`src/rtl/ex_pkg.sv`:
```
// ex_pkg: shared ALU op codes, mul/div FSM states and EX/MEM memory-control bit indices.
package ex_pkg;
    localparam logic [3:0] ALU_AND   = 4'b0000;
    localparam logic [3:0] ALU_OR    = 4'b0001;
    localparam logic [3:0] ALU_ADD   = 4'b0010;
    localparam logic [3:0] ALU_SUB   = 4'b0110;
    localparam logic [3:0] ALU_SLT   = 4'b0111;
    localparam logic [3:0] ALU_NOR   = 4'b1100;
    localparam logic [3:0] ALU_MULTU = 4'b1000;
    localparam logic [3:0] ALU_DIVU  = 4'b1001;
    localparam logic [3:0] ALU_MFHI  = 4'b1010;
    localparam logic [3:0] ALU_MFLO  = 4'b1011;

    localparam int MEM_BRANCH = 2;
    localparam int MEM_READ   = 1;
    localparam int MEM_WRITE  = 0;

    typedef enum logic [1:0] {MD_IDLE, MD_MUL, MD_DIV, MD_DONE} md_state_t;

    // MULTU, DIVU, MFHI and MFLO share the 10xx code space
    function automatic logic is_muldiv(input logic [3:0] op);
        return op[3:2] == 2'b10;
    endfunction
endpackage

```
`src/rtl/muldiv_unit.sv`:
```
// muldiv_unit: iterative 32-cycle unsigned multiply (shift-add) / divide (restoring) with HI/LO.
module muldiv_unit
    import ex_pkg::*;
(
    input  logic        clk,
    input  logic        rst,
    input  logic        start,
    input  logic [3:0]  op,
    input  logic [31:0] a,
    input  logic [31:0] b,
    output logic        busy,
    output logic [31:0] hi,
    output logic [31:0] lo
);
    md_state_t   state;
    logic [5:0]  cnt;
    logic [63:0] p;
    logic [63:0] p_next;
    logic [31:0] d;
    logic [32:0] sum;
    logic [32:0] rem;
    logic [31:0] diff;
    logic        ge;

    // p holds {acc, multiplier} for MULTU and {remainder, quotient} for DIVU
    always_comb begin
        sum    = {1'b0, p[63:32]} + (p[0] ? {1'b0, d} : 33'd0);
        rem    = p[63:31];
        ge     = rem >= {1'b0, d};
        diff   = rem[31:0] - d;
        p_next = (state == MD_MUL) ? {sum, p[31:1]}
                                   : {ge ? diff : rem[31:0], p[30:0], ge};
    end

    assign busy = state != MD_IDLE;

    always_ff @(posedge clk) begin
        if (rst) begin
            state <= MD_IDLE;
            cnt   <= '0;
            p     <= '0;
            d     <= '0;
            hi    <= '0;
            lo    <= '0;
        end else begin
            case (state)
                MD_IDLE: if (start) begin
                    state <= (op == ALU_DIVU) ? MD_DIV : MD_MUL;
                    cnt   <= '0;
                    p     <= {32'd0, a};
                    d     <= b;
                end
                MD_MUL, MD_DIV: begin
                    p   <= p_next;
                    cnt <= cnt + 6'd1;
                    if (cnt == 6'd31) begin
                        hi    <= p_next[63:32];
                        lo    <= p_next[31:0];
                        cnt   <= '0;
                        state <= MD_DONE;
                    end
                end
                default: state <= MD_IDLE;
            endcase
        end
    end
endmodule

```
`src/rtl/execute_stage.sv`:
```
// execute_stage: MIPS EX stage (ALU, branch target, dest mux, EX/MEM latch);
// define MULDIV_EN to add the iterative MULTU/DIVU unit, HI/LO and its interlock.
module execute_stage
    import ex_pkg::*;
#(
    parameter int DATA_W = 32,
    parameter int REG_W  = 5
) (
    input  logic              clk,
    input  logic              rst,
    input  logic              id_valid,
    input  logic [1:0]        id_control_wb,
    input  logic [2:0]        id_control_mem,
    input  logic [3:0]        id_alu_op,
    input  logic              id_alu_src,
    input  logic              id_reg_dst,
    input  logic [DATA_W-1:0] id_read_data1,
    input  logic [DATA_W-1:0] id_read_data2,
    input  logic [DATA_W-1:0] id_sign_ext_imm,
    input  logic [REG_W-1:0]  id_rt,
    input  logic [REG_W-1:0]  id_rd,
    input  logic [DATA_W-1:0] id_pc_plus4,
    input  logic              ex_flush,
    output logic              ex_stall,
    output logic              ex_valid,
    output logic [1:0]        ex_control_wb,
    output logic [2:0]        ex_mem_latch,
    output logic              ex_zero,
    output logic [DATA_W-1:0] ex_alu_result,
    output logic [DATA_W-1:0] ex_write_data,
    output logic [REG_W-1:0]  ex_write_reg,
    output logic [DATA_W-1:0] ex_branch_target
);
    logic [DATA_W-1:0] a;
    logic [DATA_W-1:0] b;
    logic [DATA_W-1:0] result;
    logic              take;

    assign a = id_read_data1;
    assign b = id_alu_src ? id_sign_ext_imm : id_read_data2;

`ifdef MULDIV_EN
    logic              busy;
    logic              start;
    logic [DATA_W-1:0] hi;
    logic [DATA_W-1:0] lo;

    assign ex_stall = id_valid & busy & is_muldiv(id_alu_op);
    assign start    = id_valid & ~ex_flush & ~busy
                    & (id_alu_op == ALU_MULTU | id_alu_op == ALU_DIVU);

    muldiv_unit u_muldiv (
        .clk   (clk),
        .rst   (rst),
        .start (start),
        .op    (id_alu_op),
        .a     (a),
        .b     (b),
        .busy  (busy),
        .hi    (hi),
        .lo    (lo)
    );
`else
    assign ex_stall = 1'b0;
`endif

    always_comb begin
        result = '0;
        case (id_alu_op)
            ALU_AND:  result = a & b;
            ALU_OR:   result = a | b;
            ALU_ADD:  result = a + b;
            ALU_SUB:  result = a - b;
            ALU_SLT:  result = {{(DATA_W-1){1'b0}}, $signed(a) < $signed(b)};
            ALU_NOR:  result = ~(a | b);
`ifdef MULDIV_EN
            ALU_MFHI: result = hi;
            ALU_MFLO: result = lo;
`endif
            default:  result = '0;
        endcase
    end

    // flush outranks stall; either one turns the latch into a bubble
    assign take = id_valid & ~ex_flush & ~ex_stall;

    always_ff @(posedge clk) begin
        if (rst) begin
            ex_valid         <= 1'b0;
            ex_control_wb    <= '0;
            ex_mem_latch     <= '0;
            ex_zero          <= 1'b0;
            ex_alu_result    <= '0;
            ex_write_data    <= '0;
            ex_write_reg     <= '0;
            ex_branch_target <= '0;
        end else begin
            ex_valid         <= take;
            ex_control_wb    <= take ? id_control_wb : 2'b00;
            ex_mem_latch     <= take ? id_control_mem : 3'b000;
            ex_zero          <= result == '0;
            ex_alu_result    <= result;
            ex_write_data    <= id_read_data2;
            ex_write_reg     <= id_reg_dst ? id_rd : id_rt;
            ex_branch_target <= id_pc_plus4 + (id_sign_ext_imm << 2);
        end
    end
endmodule

```
`config.mk`:
```
export PLATFORM = sky130hd
export DESIGN_NAME = execute_stage
export DESIGN_NICKNAME = d
export VERILOG_FILES = /design/src/rtl/ex_pkg.sv /design/src/rtl/muldiv_unit.sv /design/src/rtl/execute_stage.sv
export SDC_FILE = /design/constraint.sdc
export NUM_CORES = 1
export LEC_CHECK = 0
export BUFFER_PORTS_ARGS = -buffer_cell sky130_fd_sc_hd__buf_4
export CAP_MARGIN = 15
export CORE_UTILIZATION = 45
export CTS_BUF_LIST = sky130_fd_sc_hd__clkbuf_8
export CTS_CLUSTER_SIZE = 14
export DETAILED_ROUTE_END_ITERATION = 12
export PLACE_DENSITY = 0.74
export SLEW_MARGIN = 30
export SYNTH_ARGS = -nofsm -noshare
export SYNTH_HDL_FRONTEND = slang
export SYNTH_SLANG_ARGS = --single-unit
export TNS_END_PERCENT = 50
```
`constraint.sdc`:
```
create_clock -name clk -period 5.1 [get_ports clk]
set_input_delay 0 -clock clk [delete_from_list [all_inputs] [get_ports clk]]
set_output_delay 0 -clock clk [all_outputs]
set_load 0.02 [all_outputs]
```
# Yosys cells after proc, flatten, opt, wreduce, memory -nomap -nowiden
# Index checks and enable logic that the tools add are counted.
# classes
addsub	3
magnitude_cmp	1
n_eq_ne	5
muxes	3
bitwise	6
reduce_logical	3
# op_table
cell	n
32-bit case mux with 6 select lines	1
32-bit adder	2
32-bit bitwise AND	1
32-bit zero test	1
32-bit < comparator	1
32-bit 2-to-1 mux	1
32-bit inverter	1
32-bit OR	1
32-bit subtractor	1
4-bit by 3-bit == test with 1-bit output (second input constant)	2
5-bit 2-to-1 mux	1
4-bit by 1-bit == test with 1-bit output (second input constant)	1
4-bit by 2-bit == test with 1-bit output (second input constant)	1
4-bit == test (second input constant)	1
4-bit zero test	1
1-bit inverter	2
2-bit OR reduction	1
1-bit bitwise AND	1
# totals
ff_bits	108

# Longest topological paths before layout
# depth
ltp_word	5
depth_mapped	18
depth_no_buf	16

# Least setup slack after synthesis
# OpenSTA, ideal clock, no wires.
# synth_timing
path_type	in2reg
start	in id_alu_src
end	reg ex_zero
setup_ns	0.078
arrival_time_ns	3.888
slack_ns	1.134
stages	16
path_buffers	2
cell_sequence	clkbuf_1 -> buf_1 -> mux2i_1 -> inv_1 -> fa_1 -> a21oi_1 -> o211ai_1 -> o21a_1 -> a311o_1 -> a221o_1 -> a221oi_2 -> and4bb_1 -> nand4_1 -> and4bb_1 -> nand4_1 -> nor3_1
# synth_via
elab_chain_len	5
word_cells_on_any_way	9
classes_between	add/sub (2); order compare (1); mux (2); bitwise (3); reduce/logical (1)
# synth_lines
element	line_no	rtl
from (decl)	execute_stage.sv:15	input logic id_alu_src,
32-bit 2-to-1 mux (*)	execute_stage.sv:40	assign b = id_alu_src ? id_sign_ext_imm : id_read_data2;
parallel branches: the longest is 2 deep, another holds 32-bit subtractor	--	
32-bit case mux with 6 select lines (*)	execute_stage.sv:69	case (id_alu_op)
32-bit zero test (*)	execute_stage.sv:101	ex_zero <= result == '0;
to (signal assigned)	execute_stage.sv:92	ex_zero <= 1'b0;
to (signal assigned)	execute_stage.sv:101	
to (decl)	execute_stage.sv:28	output logic ex_zero,
# Mark *: on every way between the ends.
# A chain may end at the register's enable or synchronous reset.

# Worst setup path after layout
# layout_timing
start	in id_read_data2[11]
end	reg ex_zero
# layout_via
elab_chain_len	5
word_cells_on_any_way	9
classes_between	add/sub (2); order compare (1); mux (2); bitwise (3); reduce/logical (1)
# layout_lines
element	line_no	rtl
from (decl)	execute_stage.sv:18	input logic [DATA_W-1:0] id_read_data2,
32-bit 2-to-1 mux (*)	execute_stage.sv:40	
parallel branches: the longest is 2 deep, another holds 32-bit subtractor	--	
32-bit case mux with 6 select lines (*)	execute_stage.sv:69	
32-bit zero test (*)	execute_stage.sv:101	
# Marked as above.

==> flow_results.xml <==
<?xml version="1.0" encoding="UTF-8"?>
<metrics>
  <group name="run_status">
    <metric name="status" unit="">finished clean</metric>
  </group>
  <group name="synthesis">
    <metric name="syn-instance-count" unit="">1289</metric>
    <metric name="syn_nets" unit="">1574</metric>
    <metric name="ys_seq_area_share" unit="%">21.4</metric>
    <metric name="postSynthRegisterBits" unit="">108</metric>
    <metric name="synth.lib_cells_used.distinct" unit="">89</metric>
    <metric name="yosys_warnings" unit="">0</metric>
    <metric name="ys.flop_type" unit="">dfxtp_1</metric>
    <metric name="ys_async_sr_fraction" unit="%">0</metric>
    <metric name="syn-mean-instance-area" unit="um2">7.83</metric>
    <metric name="synth_edf_count" unit="">0</metric>
    <metric name="post_synth_design_cell_area" unit="mm2">0.0101</metric>
  </group>
  <group name="sta">
    <metric name="setup_repair_after_global_routing_missed_its_margin" unit="">false</metric>
    <metric name="timing.slew.headroom" unit="%">28.2</metric>
    <metric name="final-hold-violation-count" unit="">0</metric>
    <metric name="min_period_over_period" unit="%">82.1</metric>
    <metric name="final.min_clock_period" unit="ps">4190</metric>
    <metric name="final-max-slew-violation-count" unit="">0</metric>
    <metric name="worst_pin_slew" unit="ps">1070</metric>
    <metric name="setup_viol" unit="">0</metric>
    <metric name="setup_total_negative_slack" unit="ps">0</metric>
    <metric name="maxClockFrequency" unit="GHz">0.239</metric>
  </group>
  <group name="die">
    <metric name="rows" unit="">54</metric>
    <metric name="die_y" unit="um">152</metric>
    <metric name="die_w" unit="um">152</metric>
    <metric name="boundaryPins" unit="">262</metric>
    <metric name="die_area" unit="mm2">0.0230</metric>
    <metric name="floorplan.initialDensity" unit="%">46.1</metric>
    <metric name="coreArea" unit="mm2">0.0219</metric>
  </group>
  <group name="layout">
    <metric name="insertedDiodeCount" unit="">0</metric>
    <metric name="total_area_of_sequential_cells" unit="mm2">0.00216</metric>
    <metric name="layout-drive-gt1-share" unit="%">20.2</metric>
    <metric name="area_growth" unit="%">30.2</metric>
    <metric name="nNetsFinal" unit="">1861</metric>
    <metric name="final_standard_cell_count_with_taps_included_and_fillers_excluded" unit="">1861</metric>
    <metric name="reg_top3" unit="">ex_alu_result: 32 flops, ex_branch_target: 32 flops, ex_write_data: 32 flops</metric>
    <metric name="multi_input_area" unit="mm2">0.00728</metric>
    <metric name="fillers" unit="">1955</metric>
  </group>
  <group name="cts">
    <metric name="cts_tree" unit="">done</metric>
    <metric name="clock-root-buffer" unit="">clkbuf_8</metric>
    <metric name="clock-sinks" unit="">108</metric>
    <metric name="cts_htree_levels" unit="">3</metric>
    <metric name="cts_made_buffers" unit="">9</metric>
    <metric name="cts.repair.resized" unit="">0</metric>
    <metric name="clock_tree.buffer_depth" unit="">2</metric>
    <metric name="worst_setup_hold_path_clk_slew" unit="ps">130</metric>
  </group>
  <group name="grt">
    <metric name="grt_pass1_vias" unit="">10800</metric>
    <metric name="grt_pass1_wl" unit="um">56000</metric>
    <metric name="largest_net_degree_at_the_start_of_global_routing" unit="">68</metric>
    <metric name="number_of_antenna_violations_at_the_first_check_in_global_routing" unit="">0</metric>
    <metric name="grt_util_overall" unit="%">31.2</metric>
    <metric name="globalRoute.totalOverflow" unit="">0</metric>
  </group>
  <group name="pwr">
    <metric name="net-switching-power" unit="mW">1.19</metric>
    <metric name="comb_power_share" unit="%">48.0</metric>
    <metric name="finalPower" unit="mW">2.89</metric>
    <metric name="vdd_drop_max" unit="mV">0.140</metric>
    <metric name="share_clk_of_total_power" unit="%">19.6</metric>
    <metric name="p_leak" unit="nW">6.31</metric>
    <metric name="power_report.internal_total" unit="mW">1.69</metric>
    <metric name="powerDensity" unit="mW/mm2">220</metric>
    <metric name="switching_share" unit="%">41.4</metric>
    <metric name="seqPwrFrac" unit="%">32.4</metric>
  </group>
  <group name="route">
    <metric name="drt-pass1-iter-count" unit="">8</metric>
    <metric name="detail_route.wirelength" unit="um">37200</metric>
    <metric name="post_drt_wl_per_cell" unit="um">20.0</metric>
    <metric name="routed-via-count" unit="">11100</metric>
    <metric name="post_drt_via_cell_ratio" unit="">5.96</metric>
    <metric name="drtAntennaViolNets" unit="">0</metric>
    <metric name="remaining_drc_errors" unit="">0</metric>
    <metric name="dr.first_iter.drc_count" unit="">869</metric>
  </group>
  <group name="place">
    <metric name="dpl.cell_count" unit="">1779</metric>
    <metric name="hpwlAfterDp" unit="um">28500</metric>
    <metric name="gp_weighted_congestion" unit="">1.01</metric>
    <metric name="numPortBuffers" unit="">260</metric>
  </group>
  <group name="critical_path">
    <metric name="kind_of_critical_path" unit="">input port to flop</metric>
    <metric name="timing.critical_path.to_type" unit="">flop</metric>
    <metric name="crit_fanout" unit="">12</metric>
    <metric name="critPathLaunchType" unit="">input port</metric>
    <metric name="cp.arrival" unit="ps">4530</metric>
    <metric name="required" unit="ps">5450</metric>
  </group>
  <group name="hold_path">
    <metric name="worst_hold_path_type" unit="">input port to flop</metric>
    <metric name="worst_hold_path_stage_count" unit="">4</metric>
  </group>
  <group name="flow_run">
    <metric name="cap_viol_max_count" unit="">0</metric>
  </group>
</metrics>
[cell usage after synthesis (16+ instances only)]
library cell	number	area (um2)
nor2_1	136	510
ha_1	129	1610
inv_1	115	432
dfxtp_1	108	2160
a21oi_1	85	425
nor2b_1	60	375
nand2_1	52	195
o21ai_0	51	255
nor3_1	47	235
clkbuf_1	45	169
mux2i_1	44	440
a21o_1	26	195
xnor2_1	23	201
o211ai_1	22	165
a221oi_1	20	175
nand3_1	20	100
a31oi_1	16	100
nand2b_1	16	100
[metrics by stage]
stage / hold WS [ps] / util, % / instance area, um2 / setup WS [ps]
after detailed placement: 206 / 56.1 / 12300 / 843
after global routing: 30.0 / 60.0 / 13100 / 653
after CTS: 9.77 / 60.0 / 13100 / 1080
after global placement: 206 / 56.1 / 12300 / 791
final: 18.8 / 60.0 / 13100 / 915
after floorplan: 112 / - / 10100 / 1130
[final cells by class]
class	count	area share, %
multi-input cells	1005	55.4
repair buffers	337	20.6
flip-flops and latches	108	16.4
inverters	115	3.28
well taps	280	2.67
clock buffers	9	0.942
clock inverters	7	0.657
[timing repair]
action | 4_1_cts | 5_1_grt
setup buffers | 0 | 0
hold endpoints to repair | 54 | 0
endpoints found under the setup margin | 0 | 0
hold buffers | 66 | 0
[worst paths after layout]
check                                          to  slack [ps]           startpoint
hold / removal    ex_branch_target[29]$_SDFF_PP0_          20  id_sign_ext_imm[27]
setup / recovery               ex_zero$_SDFF_PP0_         910    id_read_data2[11]
[cell families (layout without fill, tap and decap cells)]
logic type	after synthesis	after routing	share of synthesized area, %
AND/OR/NAND/NOR	417	417	21.3
AO/OA/AOI/OAI	378	378	26.8
buffers and inverters	176	468	6.68
adder cells (fa/ha/maj)	132	132	16.6
flip-flops	108	108	21.4
multiplexers	44	44	4.36
XOR/XNOR	33	33	2.86
other	1	1	0.0372
[cell usage in the layout, fill, tap and decap left out, types with 10 or more instances in the layout]
cell type      Yosys  routed
buf_4              1     270
dlygate4sd3_1      0      66
nand3_1           20      20
a211oi_1          15      15
a221oi_1          20      20
xnor2_1           23      23
a21o_1            26      26
ha_1             129     129
a21oi_1           85      85
o211ai_1          22      22
xor2_1            10      10
inv_1            115     115
a31oi_1           16      16
nor3_1            47      47
and2_1            14      14
dfxtp_1          108     108
nor2b_1           60      60
o21a_1            13      13
nand2_1           52      52
o21ai_0           51      51
nand2b_1          16      16
a221o_1           14      14
nor2_1           136     136
mux2i_1           44      44
o21bai_1          15      15
[power by group through the flow]
stage,Combinational (mW),Sequential (mW),Clock (mW)
4_1_cts,1.36,0.936,0.577
3_5_place_dp,1.31,0.954,0
2_1_floorplan,0.759,1.05,0
6_report,1.39,0.936,0.566
3_3_place_gp,1.30,0.954,0
5_1_grt,1.50,0.942,0.604
[routing by layer]
layer,track usage [%],routed length (um)
met2,54.7,18000
met4,16.4,1920
met3,5.75,3230
met5,0,0
met1,35.7,14100
[critical path: stages]
cell	delay, ps
dlygate4sd3_1	540
buf_4	140
mux2i_1	450
ha_1	440
inv_1	200
a2111oi_0	630
o31ai_1	220
o211ai_2	170
mux2i_1	230
a21oi_1	80
a211oi_1	560
nand4_1	180
and4bb_1	370
nand4_1	120
nor3_1	190
(Power assumes the default switching activity.)
